===== src/rtl/sliced_adder.sv =====
`default_nettype none
// ============================================================================
// Module      : sliced_adder
// Description : Multi-cycle add/subtract unit. The operands are processed
//               SLICE bits per clock, from the LSB slice up to the MSB slice,
//               and the carry is held in a register between slices. This keeps
//               the carry path one slice long at the cost of NSLICE cycles of
//               latency.
//
//               Subtract is a + ~b + ~cin. cout is the raw carry out of the
//               MSB, so for a subtract cout=1 means "no borrow".
//
// Parameters  : WIDTH - operand/result width (integer multiple of SLICE)
//               SLICE - bits added per clock (SLICE == WIDTH is legal)
//
// Ports       : clk    - clock, rising edge
//               rst_n  - asynchronous active-low reset
//               start  - launch request, accepted when start && ready
//               ready  - idle and able to accept (== !busy)
//               busy   - operation in progress
//               a, b   - operands, sampled at accept
//               cin    - carry-in (add) / borrow-in (sub), sampled at accept
//               sub    - 0: a+b+cin, 1: a-b-cin, sampled at accept
//               sum    - registered result, held until the next completion
//               cout   - registered raw carry out of the MSB
//               done   - one-cycle pulse, result valid
//               ovf    - signed overflow flag (SLICED_ADDER_FLAGS_EN only)
//               zero   - result == 0 flag   (SLICED_ADDER_FLAGS_EN only)
//
// Build option: define SLICED_ADDER_FLAGS_EN to add the ovf/zero outputs.
//
// Revision    : 1.0 - initial release
// ============================================================================
module sliced_adder #(
  parameter int WIDTH = 32,
  parameter int SLICE = 8
) (
  input  logic             clk,
  input  logic             rst_n,
  input  logic             start,
  output logic             ready,
  output logic             busy,
  input  logic [WIDTH-1:0] a,
  input  logic [WIDTH-1:0] b,
  input  logic             cin,
  input  logic             sub,
  output logic [WIDTH-1:0] sum,
  output logic             cout,
`ifdef SLICED_ADDER_FLAGS_EN
  output logic             ovf,
  output logic             zero,
`endif
  output logic             done
);

  localparam int NSLICE = WIDTH / SLICE;
  localparam int CNT_W  = (NSLICE > 1) ? $clog2(NSLICE) : 1;
  localparam logic [CNT_W-1:0] LAST_SLICE = CNT_W'(NSLICE - 1);

  typedef enum logic [0:0] {
    IDLE = 1'b0,
    RUN  = 1'b1
  } state_t;

  state_t           state;
  state_t           state_next;

  logic             accept;
  logic             last;
  logic [CNT_W-1:0] cnt;
  logic [WIDTH-1:0] op_a;
  logic [WIDTH-1:0] op_b;       // already inverted for subtract
  logic             carry;
  logic [WIDTH-1:0] acc;        // partial result, never visible on sum
  logic [WIDTH-1:0] acc_next;   // acc with the current slice written in
  logic [SLICE-1:0] a_sl [NSLICE];
  logic [SLICE-1:0] b_sl [NSLICE];
  logic [SLICE:0]   slice_sum;  // MSB is the carry out of this slice

  assign ready  = !busy;
  assign accept = start && ready;
  assign last   = (cnt == LAST_SLICE);

  // --------------------------------------------------------------------------
  // Slice extraction and accumulator merge
  // --------------------------------------------------------------------------
  for (genvar i = 0; i < NSLICE; i++) begin : g_slice
    assign a_sl[i] = op_a[i*SLICE +: SLICE];
    assign b_sl[i] = op_b[i*SLICE +: SLICE];
    assign acc_next[i*SLICE +: SLICE] =
        (cnt == CNT_W'(i)) ? slice_sum[SLICE-1:0] : acc[i*SLICE +: SLICE];
  end

  assign slice_sum = {1'b0, a_sl[cnt]} + {1'b0, b_sl[cnt]} + (SLICE+1)'(carry);

  // --------------------------------------------------------------------------
  // FSM
  // --------------------------------------------------------------------------
  always_ff @(posedge clk or negedge rst_n) begin
    if (!rst_n) begin
      state <= IDLE;
    end else begin
      state <= state_next;
    end
  end

  always_comb begin
    state_next = state;
    busy       = 1'b0;
    case (state)
      IDLE: begin
        if (start) begin
          state_next = RUN;
        end
      end
      RUN: begin
        busy = 1'b1;
        if (last) begin
          state_next = IDLE;
        end
      end
      default: state_next = IDLE;
    endcase
  end

  // --------------------------------------------------------------------------
  // Datapath
  // --------------------------------------------------------------------------
  always_ff @(posedge clk or negedge rst_n) begin
    if (!rst_n) begin
      op_a  <= '0;
      op_b  <= '0;
      carry <= 1'b0;
      cnt   <= '0;
      acc   <= '0;
      sum   <= '0;
      cout  <= 1'b0;
      done  <= 1'b0;
    end else begin
      done <= 1'b0;
      if (accept) begin
        op_a  <= a;
        op_b  <= sub ? ~b : b;
        // Subtract needs carry-in = 1 - borrow_in, i.e. the inverted cin.
        carry <= cin ^ sub;
        cnt   <= '0;
      end else if (state == RUN) begin
        acc   <= acc_next;
        carry <= slice_sum[SLICE];
        cnt   <= cnt + CNT_W'(1);
        if (last) begin
          // acc_next already holds the top slice, so the whole result is
          // published in one edge and sum is never seen half-updated.
          sum  <= acc_next;
          cout <= slice_sum[SLICE];
          done <= 1'b1;
          cnt  <= '0;
        end
      end
    end
  end

`ifdef SLICED_ADDER_FLAGS_EN
  // Carry into the MSB is recovered from the MSB sum bit: s = a ^ b ^ c_in.
  logic ovf_next;
  assign ovf_next = op_a[WIDTH-1] ^ op_b[WIDTH-1] ^ acc_next[WIDTH-1] ^ slice_sum[SLICE];

  always_ff @(posedge clk or negedge rst_n) begin
    if (!rst_n) begin
      ovf  <= 1'b0;
      zero <= 1'b0;
    end else if (!accept && (state == RUN) && last) begin
      ovf  <= ovf_next;
      zero <= (acc_next == '0);
    end
  end
`endif

endmodule
`default_nettype wire


===== config.mk =====
export PLATFORM = sky130hd
export DESIGN_NAME = sliced_adder
export DESIGN_NICKNAME = d
export VERILOG_FILES = /design/src/rtl/sliced_adder.sv
export SDC_FILE = /design/constraint.sdc
export NUM_CORES = 1
export LEC_CHECK = 0
export BUFFER_PORTS_ARGS = -buffer_cell sky130_fd_sc_hd__buf_2
export CORE_MARGIN = 2
export CORE_UTILIZATION = 45
export DETAILED_ROUTE_END_ITERATION = 16
export GPL_TIMING_DRIVEN = 0
export PLACE_DENSITY = 0.76
export SETUP_SLACK_MARGIN = 0.02
export SYNTH_ARGS = -nofsm -noshare
export SYNTH_HDL_FRONTEND = slang
export SYNTH_SLANG_ARGS = --single-unit

===== constraint.sdc =====
create_clock -name clk -period 6.3 [get_ports clk]
set_clock_uncertainty 0.05 [all_clocks]
set_input_delay 0.63 -clock clk [delete_from_list [all_inputs] [get_ports clk]]
set_output_delay 0.63 -clock clk [all_outputs]
set_load 0.05 [all_outputs]

==> metrics.md, run 1 <==
| Metric | Value |
|---|---|
| Final critical path time including I/O delays and setup | `3.33 ns` |
| Unrepaired setup endpoints after global routing | `false` |
| Fin. Hold Viols | `0` |
| Synth Cell Area | `5900 sq um` |
| WL per Instance | `16.9 um` |
| Die width | `118 um` |
| Postcts setup bufs | `0` |
| Top-count cell post-synth | `dfrtp_1` |
| Layout area overhead | `23.4%` |
| Synth warnings | `0` |
| Top cell type's share of synthesized area | `0.535` |
| Layout cells sized above 1 | `0.335` |
| Synth area leaders | `dfrtp_1 53%, mux2_2 7.3%, o21ai_0 6.2%, mux4_2 6.1%, nand2_1 5.9%` |
| Vias in the first global route | `4508` |
| Critical Path AT | `3.55 ns` |
| Placer congestion estimate | `0.807` |
| CP Class | `register to register` |
| Met3 Track Usage GR | `0.0497` |
| Vias | `4310` |
| # port buffers | `103` |
| Critical path capture point type | `register` |
| CTS buffer count | `17` |
| Syn Nets | `589` |
| Initial Utilization | `0.463` |
| Main synth FF type | `dfrtp_1` |
| Seq/Total Area, Yosys | `0.535` |
| Post-DP HPWL | `9.98 mm` |
| GR Util met1 | `0.261` |
| Gr usage total | `0.207` |
| TNS Setup | `0 ns` |
| Routed Antenna Nets | `0` |
| Status | `finished clean` |
| Global route hottest layer | `met2` |
| Initial antenna violation count | `0` |
| CTS-repair resized insts | `0` |
| Final setup violation count | `0` |
| Worst slew pin tran | `0.647 ns` |
| Netlist cell types | `28` |
| Die area | `14000 sq um` |
| Achievable Freq | `0.300 GHz` |
| Flops & latches, synth | `126` |
| Synth async-reset ratio | `1.00` |
| Cell Rows | `41` |
| Sink Count | `126` |
| Req. time, crit path | `6.52 ns` |
| Worst skew pair latency | `0.42 ns` |
| First-pass GRT wire length | `22.7 mm` |
| CTS tree | `yes` |
| Met2 usage | `0.342` |
| Residual DRC count | `0` |
| Top Ports | `105` |
| Root Buffer | `clkbuf_16` |
| Hold Buf Count CTS | `0` |
| Top post-synthesis cells by count | `126 x dfrtp_1, 92 x nand2_1, 73 x o21ai_0` |
| CP Launch Type | `register` |
| Fillers | `1080` |
| Nets | `712` |
| Top cell type by total area after synthesis | `dfrtp_1` |
| H-tree levels | `4` |
| R2R setup slack | `2.97 ns` |
| Max-slew violation count | `0` |
| Area of the multi-input gates | `2570 sq um` |
| Clock tree buffer depth | `2` |
| Final period utilization | `0.528` |
| Crit-path max FO | `10` |
| Maxcap violations | `0` |
| Number of synthesized flops with an enable pin | `0` |
| Critical Path Start | `cnt[0]$_DFFE_PN0P_` |
| Cells after synthesis | `507` |
| Reg2Reg Capture Point | `sum[22]$_DFFE_PN0P_` |
| Initial DRC Count | `267` |
| Average cell area after synthesis | `11.6 sq um` |
| Worst-path clk slew | `0.05 ns` |
| Drt pass-1 iters | `4` |
| HP Class | `input pin to async pin` |
| Reg2reg start | `cnt[0]$_DFFE_PN0P_` |
| Gr ovfl total | `0` |
| CORE AREA | `12700 sq um` |
| Die height | `118 um` |
| Post-Route WL | `13.8 mm` |
| Max_slew headroom | `0.565` |
| Largest net degree at the start of global routing | `65` |
| Via-to-Cell Ratio | `5.30` |
| Storage cell area | `3150 sq um` |
| Cells on worst reg2reg path | `9` |
| Antenna Cells | `0` |
==> worst max path at each step <==
stage | slack (ns) | end
after detailed placement | 2.98 | sum[22]$_DFFE_PN0P_
after global routing | 2.75 | sum[22]$_DFFE_PN0P_
after CTS | 2.95 | sum[22]$_DFFE_PN0P_
final | 2.97 | sum[22]$_DFFE_PN0P_
after floorplan | 3.33 | sum[28]$_DFFE_PN0P_
after global placement | 3.04 | sum[22]$_DFFE_PN0P_
==> metrics by stage <==
| stage | area, sq um | hold WS (ns) | worst slack, ns | util | cells |
|---|---|---|---|---|---|
| 3_5_place_dp | 6660 | 0.409 | 2.98 | 0.524 | 783 |
| 3_3_place_gp | 6630 | 0.405 | 3.04 | 0.521 | 782 |
| 5_1_grt | 7270 | 0.196 | 2.75 | 0.572 | 813 |
| 2_1_floorplan | 5900 | 0.284 | 3.33 | - | 507 |
| 4_1_cts | 7270 | 0.168 | 2.95 | 0.572 | 813 |
| 6_report | 7270 | 0.152 | 2.97 | 0.572 | 813 |
==> layer usage <==
metal | wire length (um) | share of wire
met3 | 795 | 0.058
met1 | 5900 | 0.43
met5 | 0 | 0
met2 | 6720 | 0.49
met4 | 366 | 0.027
==> state kept, by name, summed over array words and instances, names as in the netlist <==
register and count:
op_a 32, op_b 32, sum 32, acc 24
cnt 2, carry 1, cout 1, done 1
state 1
==> worst max-delay path, stage by stage (launching register included) <==
cell     delay [ns]
dfrtp_1        0.37
buf_4          0.25
buf_2          0.36
mux4_2         0.60
ha_1           0.40
a21o_1         0.23
a21oi_1        0.29
o21ai_2        0.14
xnor2_2        0.32
o21ai_0        0.17
==> final cells by class <==
type | instances | share of cell area
Multi-Input combinational cell | 342 | 0.354
Clock inverter | 7 | 0.0186
Clock buffer | 23 | 0.0657
Sequential cell | 126 | 0.434
Tap cell | 172 | 0.0296
Buffer | 33 | 0.0205
Inverter | 6 | 0.00310
Timing Repair Buffer | 104 | 0.0755
==> cells in the final DEF (no fill, tap or decap), types with 8 or more instances in the layout <==
| cell | Yosys | layout |
|---|---|---|
| mux2i_1 | 14 | 14 |
| mux4_2 | 16 | 16 |
| ha_1 | 11 | 11 |
| o21ai_2 | 8 | 8 |
| buf_2 | 17 | 119 |
| nor3b_1 | 9 | 9 |
| clkbuf_1 | 15 | 18 |
| o21ai_0 | 73 | 73 |
| nand2_1 | 92 | 92 |
| a21oi_1 | 17 | 17 |
| clkbuf_16 | 0 | 17 |
| dfrtp_1 | 126 | 126 |
| mux2_2 | 38 | 38 |
| xnor2_1 | 36 | 36 |
==> cell families (layout without fill, tap and decap cells) <==
kind of cell | Yosys count | in the layout | share of synthesized area
compound gates | 112 | 112 | 0.112
mux | 68 | 68 | 0.157
xor+xnor | 40 | 40 | 0.0607
flops | 126 | 126 | 0.535
simple gates | 109 | 109 | 0.0756
buf+inv | 39 | 173 | 0.0291
fa+ha+maj | 13 | 13 | 0.0301
Power of run 1 is left out: the tool's default activity adds up to more than one toggle a clock period on the data nets, which glitch-free logic cannot reach.
==> inputs of run 2 (changes only) <==
--- a/config.mk
+++ b/config.mk
@@ -10,7 +10,7 @@
 export CORE_UTILIZATION = 45
 export DETAILED_ROUTE_END_ITERATION = 16
 export GPL_TIMING_DRIVEN = 0
-export PLACE_DENSITY = 0.76
+export PLACE_DENSITY = 0.78
 export SETUP_SLACK_MARGIN = 0.02
 export SYNTH_ARGS = -nofsm -noshare
 export SYNTH_HDL_FRONTEND = slang
==> constraint.sdc (replaced) <==
create_clock -name clk -period 2.8 [get_ports clk]
set_clock_uncertainty 0.05 [all_clocks]
set_input_delay 0.28 -clock clk [delete_from_list [all_inputs] [get_ports clk]]
set_output_delay 0.28 -clock clk [all_outputs]
set_load 0.05 [all_outputs]
==> run 2 against run 1 <==
The flow now finishes with violations (setup timing). Critical path depth did not move. Flip-flop and latch count stayed put. First-iteration DRC count grew 19%. Worst setup slack worse by 3.1 ns. Non-clock buffer count increased by 18. Final cell count increased by 2.3%. Critical path type unchanged. Critical endpoint is now sum[28]$_DFFE_PN0P_.
==> metrics.md, run 2 (synthesis results as in run 1) <==
| Metric | Value |
|---|---|
| Achievable Freq | `0.345 GHz (+15%)` |
| Critical path capture point type | `register` |
| End of the critical path | `sum[28]$_DFFE_PN0P_` |
| # port buffers | `103 (unchanged)` |
| TNS Setup | `-1.36 ns (-1.36 ns)` |
| HP Class | `input pin to register` |
| Die width | `118 um (unchanged)` |
| Hold slack | `0.0490 ns (-0.103 ns)` |
| Reg2Reg Capture Point | `sum[28]$_DFFE_PN0P_` |
| Status | `finished with violations` |
| Nets | `730 (+2.5%)` |
| CTS buffer count | `17 (unchanged)` |
| Post-Route WL | `14.0 mm (+1.5%)` |
| First-pass GRT wire length | `22.7 mm (about the same)` |
| Levels on crit path | `9 (unchanged)` |
| CP delay by family, top | `adder cells` |
| Worst slew pin tran | `0.561 ns (-0.0865 ns)` |
| Die area | `14000 sq um (unchanged)` |
| Req. time, crit path | `3.05 ns (-3.47 ns)` |
| Dpl ws | `-0.359 ns (-3.34 ns)` |
| Via-to-Cell Ratio | `5.27 (-0.52%)` |
| Residual DRC count | `0 (unchanged)` |
| Commonest non-fill, non-tap cell in the layout | `dfrtp_1` |
| Layout area overhead | `29.5%` |
| Cell Rows | `41 (unchanged)` |
| Critical Path AT | `3.15 ns (-0.40 ns)` |
| Final period utilization | `1.04 (+0.507)` |
| WP buf/inv | `1 (-1)` |
| Critical-path cell list | `buf_12 > mux4_2 > fa_2 > fa_2 > a21o_1 > a21oi_4 > xor2_2 > nor2_2 > a21o_1` |
| Critical Path Start | `cnt[0]$_DFFE_PN0P_` |
| CP Class | `register to register` |
| CTS tree | `yes` |
| Crit-path max FO | `7 (-3)` |
| CP Launch Type | `register` |
| Placer congestion estimate | `0.794 (-1.6%)` |
| Initial antenna violation count | `0 (unchanged)` |
| Maxcap violations | `0 (unchanged)` |
| Gr ovfl total | `0 (unchanged)` |
| H-tree levels | `4 (unchanged)` |
| Vias in the first global route | `4517 (+0.20%)` |
| Root Buffer | `clkbuf_16` |
| Unrepaired setup endpoints after global routing | `true` |
| Initial DRC Count | `319 (+19%)` |
| Final critical path time including I/O delays and setup | `2.90 ns (-0.431 ns)` |
| Fin. Hold Viols | `0 (unchanged)` |
| Fillers | `1037 (-4.0%)` |
| Reg2reg start | `cnt[0]$_DFFE_PN0P_` |
| Post-DP HPWL | `9.53 mm (-4.5%)` |
| Layout cells sized above 1 | `0.391 (+0.0555)` |
| Largest net degree at the start of global routing | `92 (+42%)` |
| Drt pass-1 iters | `4 (unchanged)` |
| CORE AREA | `12700 sq um (unchanged)` |
| Antenna Cells | `0 (unchanged)` |
| Vias | `4388 (+1.8%)` |
| Failing checks | `setup timing` |
| WL per Instance | `16.8 um (-0.79%)` |
| Delay of the slowest critical-path stage | `0.52 ns (-0.08 ns)` |
| Worst-path clk slew | `0.05 ns (about the same)` |
| Final Worst Setup Slack | `-0.0981 ns (-3.07 ns)` |
| Sink Count | `126 (unchanged)` |
| Max-slew violation count | `0 (unchanged)` |
| R2R setup slack | `-0.1 ns (-3.07 ns)` |
| Clock tree buffer depth | `2 (unchanged)` |
| Routed Antenna Nets | `0 (unchanged)` |
| Initial Utilization | `0.463 (unchanged)` |
| Worst skew pair latency | `0.41 ns (about the same)` |
| Biggest regs | `op_a (32), op_b (32), sum (32)` |
| Die height | `118 um (unchanged)` |
| Cells on worst reg2reg path | `9 (unchanged)` |
| Top Ports | `105 (unchanged)` |
| Commonest non-fill, non-tap cells in the layout | `126 x dfrtp_1, 116 x buf_2, 92 x nand2_1` |
| Max_slew headroom | `0.626 (+0.0608)` |
| Gr usage total | `0.206 (-0.00146)` |
| Final setup violation count | `28 (+28)` |
| Slowest cell on crit path | `mux4_2` |
-- run 2: cell count changes in the layout (fill, tap and decap cells not counted), moves of 4 or more --
cell     before  now
o21ai_0      73   56
a21oi_2       0    4
a21oi_1      17   12
ha_4          0    4
o21ai_2       8   13
buf_4         1   17
o21ai_1       1   12
ha_1         11    6
-- run 2: cell type report --
class,count,area (sq um),area share
clock inverter,6,105,0.0138
clock buffer,25,505,0.0662
tap,172,215,0.0282
sequential,126,3150,0.413
inverter,6,22.5,0.00295
timing repair buffer,122,703,0.0921
buffer,33,173,0.0226
multi-input combinational,342,2760,0.361
-- run 2: routing by layer --
| metal | wire length (um) | share of wire | global-route usage |
|---|---|---|---|
| met3 | 684 | 0.049 | 0.0483 |
| met4 | 214 | 0.015 | 0.0632 |
| met1 | 6050 | 0.43 | 0.262 |
| met5 | 0 | 0 | 0 |
| met2 | 7040 | 0.50 | 0.349 |
-- run 2: what timing repair did --
| item | CTS | global route |
|---|---|---|
| gates cloned | 0 | 0 |
| pin swaps | 11 | 22 |
| buffers inserted | 8 | 10 |
| hold buffers | 1 | 0 |
| endpoints found under the setup margin | 38 | 40 |
| resized for setup | 31 | 22 |
| endpoints found under the hold margin | 35 | 0 |
-- run 2: worst min-delay path by stage --
stage | start | endpoint | slack [ns] | cells past startpoint
after floorplan | rst_n | acc[0]$_DFFE_PN0P_ | -0.07 | 0
after detailed placement | rst_n | sum[9]$_DFFE_PN0P_ | 0.14 | 1
after global placement | op_b[1]$_DFFE_PN0P_ | op_b[1]$_DFFE_PN0P_ | 0.41 | 2
after CTS | a[11] | op_a[11]$_DFFE_PN0P_ | 0.04 | 2
after global routing | a[30] | op_a[30]$_DFFE_PN0P_ | 0.04 | 2
final | a[3] | op_a[3]$_DFFE_PN0P_ | 0.05 | 2
-- run 2: worst register-to-register path: stages, from the launching register on --
cell and delay [ns]:
dfrtp_1 0.40, buf_12 0.14, mux4_2 0.52, fa_2 0.40, fa_2 0.36, a21o_1 0.22, a21oi_4 0.24, xor2_2 0.24
nor2_2 0.07, a21o_1 0.15
-- run 2: stage by stage --
stage	instances	instance area (sq um)	util
2_1_floorplan	507	5910	-
3_3_place_gp	782	6640	0.522
3_5_place_dp	783	6680	0.525
4_1_cts	823	7490	0.589
5_1_grt	832	7640	0.600
6_report	832	7640	0.600
Power of run 2 is left out for the same reason.
